==> config.mk <==
export PLATFORM = sky130hd
export DESIGN_NAME = led_driver
export DESIGN_NICKNAME = d
export VERILOG_FILES = /design/src/rtl/led_pkg.sv /design/src/rtl/led_channel.sv /design/src/rtl/led_driver.sv
export SDC_FILE = /design/constraint.sdc
export NUM_CORES = 1
export LEC_CHECK = 0
export CAP_MARGIN = 10
export CORE_MARGIN = 5
export CORE_UTILIZATION = 56
export CTS_CLUSTER_SIZE = 20
export DETAILED_ROUTE_END_ITERATION = 10
export PLACE_DENSITY = 0.78
export SYNTH_ARGS = -nofsm -noshare
export SYNTH_HDL_FRONTEND = slang
export SYNTH_SLANG_ARGS = --single-unit
==> constraint.sdc <==
create_clock -name clk -period 3.7 [get_ports clk]
set_clock_uncertainty 0.1 [all_clocks]
set_input_delay 0.74 -clock clk [delete_from_list [all_inputs] [get_ports clk]]
set_output_delay 0.74 -clock clk [all_outputs]
set_load 0.05 [all_outputs]
==> src/rtl/led_pkg.sv <==
// Shared constants and width helpers for the LED output stage.
// Latency: n/a (package only).
// Backpressure: n/a.
package led_pkg;

    localparam int N_LED = 4;

    // Ceiling log2. Used at elaboration time to size counters.
    function automatic int clog2(input int n);
        int r;
        r = 0;
        for (int i = 0; i < 31; i++) begin
            if ((1 << i) < n) begin
                r = i + 1;
            end
        end
        return r;
    endfunction

    // Counter width for a counter that must hold values 0..n-1.
    // Never returns zero, so a degenerate range still gets a legal vector.
    function automatic int cnt_width(input int n);
        int w;
        w = clog2(n);
        return (w < 1) ? 1 : w;
    endfunction

endpackage

==> src/rtl/led_channel.sv <==
// One LED lane: rising-edge pulse stretcher, blink gate, PWM gate and output flop.
// Latency: 1 clk edge from state/blink_en/blink_phase/pwm_on to led.
// Backpressure: none; the lane accepts a new state every cycle.
module led_channel #(
    parameter int STRETCH_CYCLES = 1000000
) (
    input  logic clk,
    input  logic reset,
    input  logic state,
    input  logic blink_en,
    input  logic blink_phase,
    input  logic pwm_on,
    output logic led
);
    import led_pkg::*;

    localparam int            SW     = cnt_width(STRETCH_CYCLES + 1);
    localparam logic [SW-1:0] S_LOAD = SW'(STRETCH_CYCLES);
    localparam logic [SW-1:0] S_ONE  = SW'(1);

    logic          state_d;
    logic [SW-1:0] stretch_cnt;
    logic          rise;
    logic          eff;

    assign rise = state & ~state_d;

    // The lane is lit while the state bit is high or a stretch is still running.
    assign eff  = state | (stretch_cnt != '0);

    // Delayed copy of the state bit for edge detection.
    always_ff @(posedge clk or posedge reset) begin
        if (reset) begin
            state_d <= 1'b0;
        end else begin
            state_d <= state;
        end
    end

    // A rise (re)loads the full stretch time; otherwise count down to zero.
    // Reloading rather than adding keeps the worst-case on-time bounded.
    always_ff @(posedge clk or posedge reset) begin
        if (reset) begin
            stretch_cnt <= '0;
        end else if (rise) begin
            stretch_cnt <= S_LOAD;
        end else if (stretch_cnt != '0) begin
            stretch_cnt <= stretch_cnt - S_ONE;
        end
    end

    // Output flop: stretching only extends eff, so blink and PWM still gate it.
    always_ff @(posedge clk or posedge reset) begin
        if (reset) begin
            led <= 1'b0;
        end else begin
            led <= eff & (blink_en ? blink_phase : 1'b1) & pwm_on;
        end
    end

endmodule

==> src/rtl/led_driver.sv <==
// SoC LED register to board pins: input register, shared blink/PWM timebase, per-lane stretch.
// Latency: 2 clk edges from soc_led to led (input register + lane output flop).
// Backpressure: none; soc_led is sampled every cycle.
module led_driver #(
    parameter int PWM_BITS       = 4,
    parameter int DUTY           = 16,
    parameter int BLINK_DIV      = 6000000,
    parameter int STRETCH_CYCLES = 1000000
) (
    input  logic       clk,
    input  logic       reset,
    input  logic [7:0] soc_led,
    output logic [3:0] led
);
    import led_pkg::*;

    localparam int                  BW         = cnt_width(BLINK_DIV);
    localparam logic [BW-1:0]       BLINK_LAST = BW'(BLINK_DIV - 1);
    localparam logic [BW-1:0]       BLINK_ONE  = BW'(1);
    localparam int                  PW1        = PWM_BITS + 1;
    // One extra bit so DUTY == 2**PWM_BITS compares as always-on.
    localparam logic [PWM_BITS:0]   DUTY_W     = PW1'(DUTY);
    localparam logic [PWM_BITS-1:0] PWM_ONE    = PWM_BITS'(1);

    logic [7:0]          in_q;
    logic [PWM_BITS-1:0] pwm_ctr;
    logic [BW-1:0]       blink_ctr;
    logic                blink_phase;
    logic                blink_wrap;
    logic                pwm_on;

    assign blink_wrap = (blink_ctr == BLINK_LAST);
    assign pwm_on     = ({1'b0, pwm_ctr} < DUTY_W);

    // Register the SoC LED word; nothing downstream sees soc_led combinationally.
    always_ff @(posedge clk or posedge reset) begin
        if (reset) begin
            in_q <= '0;
        end else begin
            in_q <= soc_led;
        end
    end

    // Free-running PWM counter, wraps naturally at 2**PWM_BITS.
    always_ff @(posedge clk or posedge reset) begin
        if (reset) begin
            pwm_ctr <= '0;
        end else begin
            pwm_ctr <= pwm_ctr + PWM_ONE;
        end
    end

    // Blink timebase: BLINK_DIV cycles per half-period, phase starts in the on state.
    always_ff @(posedge clk or posedge reset) begin
        if (reset) begin
            blink_ctr   <= '0;
            blink_phase <= 1'b1;
        end else if (blink_wrap) begin
            blink_ctr   <= '0;
            blink_phase <= ~blink_phase;
        end else begin
            blink_ctr   <= blink_ctr + BLINK_ONE;
        end
    end

    // One lane per LED: low nibble is state, high nibble is that lane's blink enable.
    for (genvar i = 0; i < N_LED; i++) begin : g_ch
        led_channel #(
            .STRETCH_CYCLES (STRETCH_CYCLES)
        ) u_ch (
            .clk         (clk),
            .reset       (reset),
            .state       (in_q[i]),
            .blink_en    (in_q[i + N_LED]),
            .blink_phase (blink_phase),
            .pwm_on      (pwm_on),
            .led         (led[i])
        );
    end

endmodule
-- Yosys cells after proc, flatten, opt, wreduce, memory -nomap -nowiden
Cells that the tools add are included.
- output and inout port bits: 4
- word-level logic and storage cells: 59
- input bits: 10
- register bits after elaboration: 120
- eq/ne operators: 1
- mux-type cells: 13
- reductions and logical operators: 8
- add/subtract/negate cells: 5
- bitwise operators: 17
- operators with widths (operator ; count):
    $mux W20 ; 8
    $reduce_bool A20 Y1 ; 4
    $sub A20 B1 Y20 const B ; 4
    $add A23 B1 Y23 const B ; 1
    $eq A23 B23 Y1 const B ; 1
    $mux W23 ; 1
    $and A1 B1 Y1 ; 8
    $reduce_bool A2 Y1 ; 4
    $not A1 Y1 ; 5
    $mux W1 ; 4
    $or A1 B1 Y1 ; 4

-- Depth between registers and ports, before layout
- depth after elaboration: 3
- depth in mapped cells: 8

-- Hierarchy
From an unflattened synthesis, not the netlist that was laid out.
- cells, all modules: 662
- area, all modules: 6552.5 um^2
- by module, submodules not included (module ; cells an instance ; area an instance (um^2) ; sequential area each (um^2) ; times used):
    led_channel ; 135 ; 1287.5 ; 550.5 ; 4
    led_driver ; 122 ; 1402.6 ; 802.0 ; 1

-- Least setup slack after synthesis
Ideal clock, no wire load.
- path type: reg-to-reg
- start: register g_ch[2].u_ch.stretch_cnt[0]
- end: register g_ch[2].u_ch.stretch_cnt[18]
- cell stages (with the launch flop): 9
- data arrival time: 1902 ps
- data required time: 3470 ps
- clock period less this slack: 2132 ps
- buffers on the path: 1
- slack: 1568 ps
- setup time: 130 ps
- path through: dfrtp_1 inv_1 ha_1 or3b_1 clkbuf_1 or3_1 nor4_1 xnor2_1 nand2_1
- word-level cells in the longest chain between the ends: 3
- elaborated cells between the ends (all ways): 5
- ends and longest elaborated chain (what ; RTL line ; RTL):
    from (decl) ; led_channel.sv:22 ; logic [SW-1:0] stretch_cnt;
    from (signal assigned) ; led_channel.sv:48 ; stretch_cnt <= stretch_cnt - S_ONE;
    $sub A20 B1 Y20 ; led_channel.sv:48 ;
    $mux W20 ; led_channel.sv:47 ; end else if (stretch_cnt != '0) begin
    $mux W20 ; led_channel.sv:45 ; end else if (rise) begin
Parallel ways exist; a longest one is shown, timed or not. The select of a mux whose other input is x is not followed.
A chain may end at the register's enable or synchronous reset.

-- Worst setup path in the final report
- start: register g_ch[1].u_ch.stretch_cnt[15]
- end: register g_ch[1].u_ch.stretch_cnt[0]
- word-level cells in the longest chain between the ends: 2
- ends and longest elaborated chain (what ; RTL line):
    from (decl) ; led_channel.sv:22
    from (signal assigned) ; led_channel.sv:48
    $reduce_bool A20 Y1 ; led_channel.sv:47
    $reduce_bool A2 Y1 (no source line) ; -
No other way between the ends.

==> impl_summary.txt <==
----------------------------------------------------
[Die]
  Cell Rows ... 37
  Area enclosed by the die boundary ... 12700 um2
  Horizontal die dimension ... 113 um
  Die Ht ... 113 um
  Core Box Area ... 10300 um2
  Starting utilization of the core area ... 57.3%
  Number of placed I/O pins ... 14

[Worst setup path]
  Kind of critical path ... reg -> reg
  Required time at the endpoint of the critical path ... 3.97 ns
  Largest stage delay, worst path ... 0.83 ns
  Nature of the critical path startpoint ... flip-flop
  Kind of end point of the critical path ... flip-flop
  CP max stage cell ... nor4bb_1
  Maximum net fanout on the critical path ... 7
  Series of cell instances along the critical path ... nor4_1, nor4bb_1, buf_4, nand2_1, xnor2_1, nor2_1
  CP Data Arrival Time ... 3.06 ns

[Clock network]
  Latest clock arrival within the worst-skew pair ... 0.53 ns
  Htree depth ... 4
  Root buf cell ... clkbuf_8
  Total CTS buffers ... 17
  CTS clock-pin slew for the worst setup and hold paths ... 0.06 ns
  Hold bufs inserted after CTS ... 0
  TritonCTS clock tree ... yes
  Maximum root-to-sink buffer count ... 2
  Cells resized by post-CTS repair ... 0
  Post-CTS repair timing setup buffer count ... 0
  CTS sink cnt ... 120

[Drt]
  Wire length per cell after detailed routing ... 15.5 um
  Final wirelength ... 11700 um
  Number of design-rule violations left by the first detailed-router iteration ... 300
  Total number of vias ... 4446
  Total iterations of the first detailed-routing run ... 4
  DR DRC count ... 0
  Vias/cell ... 5.91
  Antenna violation net count after detailed routing ... 0

[Pwr]
  Switching Power ... 1.22 mW
  Static leakage power ... 2.67 nW
  Peak supply drop ... 0.282 mV
  Cell-internal power ... 2.93 mW
  Clock network power share ... 42.1%
  Switching Share ... 29.4%
  Total power density per cell area ... 612 nW/um2
  Portion of total power attributed to sequential cells ... 41.1%
  Combinational cell fraction of total power ... 16.8%

[Logic synthesis]
  Post-synthesis simple-gate area fraction ... 26.1%
  Post-synth design cell area ... 5910 um2
  Post-synthesis adder-cell area fraction ... 1.91%
  Number of synthesized register bits ... 120
  Top-area cell type share of the netlist area ... 50.4%
  Share of flip-flops with an asynchronous set or reset ... 100%
  Total of warnings raised by yosys ... 0
  Biggest area contributors in the synthesized netlist ... dfrtp_1 50%, xor2_1 5.2%, xnor2_1 5.0%
  Dominant combinational cell family by area after synthesis ... simple AND/OR/NAND/NOR gates
  Post-synthesis mux area share ... 0.169%
  Cells after synthesis ... 588
  Syn_area_per_cell ... 10.1 um2
  Cell taking the most area after synthesis ... dfrtp_1
  Top flip-flop cell by instance count after synthesis ... dfrtp_1
  Area share of xor/xnor cells in the synthesized design ... 10.2%
  Number of unique standard cell types used by synthesis ... 63
  Post-synthesis compound-gate area fraction ... 8.45%
  Cell types with the highest counts after synthesis ... 119 x dfrtp_1, 77 x nor2_1, 49 x nand2_1
  Nets in the synthesized netlist ... 607
  EDFF count, synth ... 0
  Most repeated cell in the gate-level netlist after synthesis ... dfrtp_1
  Part of the Yosys area used for sequential elements ... 50.8%

[Finish]
  Synthesis-to-finish area growth ... 14.9%
  Layout Cell Area excl Fill ... 6790 um2
  Area of all sequential standard cells ... 3000 um2
  Layout cell share with drive strength beyond 1 ... 8.77%
  Area of the multi-input gates ... 2770 um2
  Fraction of the core area covered by cells at the end of the flow ... 65.8%
  Number of fill cells in the layout ... 797
  Final Instance Count excl. Fillers ... 752
  Antenna cells ... 0
  Final net count ... 622

[Timing]
  Sum of negative setup slack ... 0 ns
  Hold violation count in the final report ... 0
  Worst max-slew margin expressed relative to the limit ... 29.0%
  Fmax ... 0.358 GHz
  Transition time at the pin with the least slew margin ... 1.06 ns
  Max Slew Vio Count ... 0
  Final worst slack ... 0.908 ns
  Min Tclk post-route ... 2.79 ns
  Unrepaired setup endpoints after global routing ... no
  Number of failing setup endpoints in the final timing report ... 0
  Final worst path period share ... 75.5%

[Place]
  Post-placement worst setup slack ... 1.04 ns
  Area post-placement ... 6160 um2
  HPWL Detailed ... 7830 um
  Port Buffers ... 13
  Placed cell count ... 720
  Placer Congestion ... 0.865

[Global routing]
  Global route overflow ... 0
  Maximum number of pins on one net before global-route repair ... 61
  Number of global-route vias before repair ... 4406
  GRT Overall Usage ... 19.9%
  Global-route wire length before repair ... 20700 um
  Antenna violations before repair ... 0

[Job]
  Max-cap violations ... 0

[Hold path]
  Worst min path class ... reg -> reg

[Run status]
  Run status ... complete, no violations

----------------------------------------------------
==> cells by family (layout without fill, tap and decap cells) <==
group	Yosys count	in the layout
DFF	120	120
AOI/OAI and AO/OA	73	73
muxes	1	1
buffers and inverters	31	59
xor gates and xnor gates	69	69
and+or+nand+nor	285	285
adders and majority gates	9	9
==> final timing paths <==
| path | from | end | slack [ns] | cells past startpoint |
|---|---|---|---|---|
| worst max-delay path | g_ch[1].u_ch.stretch_cnt[15]$_DFFE_PP0P_ | g_ch[1].u_ch.stretch_cnt[0]$_DFFE_PP0P_ | 0.91 | 6 |
| worst min-delay path | in_q[6]$_DFF_PP0_ | g_ch[2].u_ch.led$_DFF_PP0_ | 0.32 | 1 |
| worst max register to register | g_ch[1].u_ch.stretch_cnt[15]$_DFFE_PP0P_ | g_ch[1].u_ch.stretch_cnt[0]$_DFFE_PP0P_ | 0.91 | 6 |
| worst min register to register | in_q[6]$_DFF_PP0_ | g_ch[2].u_ch.led$_DFF_PP0_ | 0.32 | 1 |
| max in group asynchronous | reset | blink_ctr[21]$_DFF_PP0_ | 2.12 | 3 |
| min in group asynchronous | reset | g_ch[3].u_ch.stretch_cnt[7]$_DFFE_PP0P_ | 0.53 | 2 |
==> power by group through the flow <==
stage | Clock, mW | Sequential [mW] | Combinational [mW]
after floorplan | 0 | 1.66 | 0.584
after global placement | 0 | 1.70 | 0.666
after detailed placement | 0 | 1.72 | 0.693
after CTS | 1.77 | 1.70 | 0.700
after global routing | 1.85 | 1.74 | 0.787
final | 1.75 | 1.71 | 0.698
==> critical path: cells and delay by family, from the launching register on <==
family,cells,cell delay [ns]
and+or+nand+nor,4,1.64
DFF,1,0.43
buffers and inverters,1,0.28
xor gates and xnor gates,1,0.19
==> layout by cell type, fill, tap and decap left out, drive strengths merged, types with 19 or more instances in the layout <==
cell type  instances
xnor2             34
dfrtp            119
clkbuf            19
a21oi             21
nor4              20
xor2              35
nand4             20
nor3              22
nand3             21
nor2              77
nand2             49
==> registers in the layout (all words and copies together), names as in the netlist <==
name	count
g_ch.u_ch.stretch_cnt	80
blink_ctr	23
in_q	8
g_ch.u_ch.led	4
g_ch.u_ch.state_d	4
blink_phase	1
==> metal layers <==
layer	part of all wire [%]	global-route usage, %
met4	2.0	8.17
met5	0	0
met2	48	31.7
met1	46	25.6
met3	3.5	5.67
==> layout make-up <==
| type | count | area share, % |
|---|---|---|
| clock buffer | 19 | 6.50 |
| clock inverter | 13 | 2.86 |
| inverter | 11 | 0.663 |
| multi-input combinational | 437 | 40.8 |
| sequential | 120 | 44.2 |
| tap | 136 | 2.51 |
| timing repair buffer | 16 | 2.43 |
==> stage by stage <==
step           hold WS, ns  power (mW)
3_3_place_gp         0.314        2.37
5_1_grt              0.346        4.37
2_1_floorplan        0.288        2.24
6_report             0.321        4.15
3_5_place_dp         0.317        2.41
4_1_cts              0.326        4.17
No activity file was read; power rests on OpenSTA's default activity.
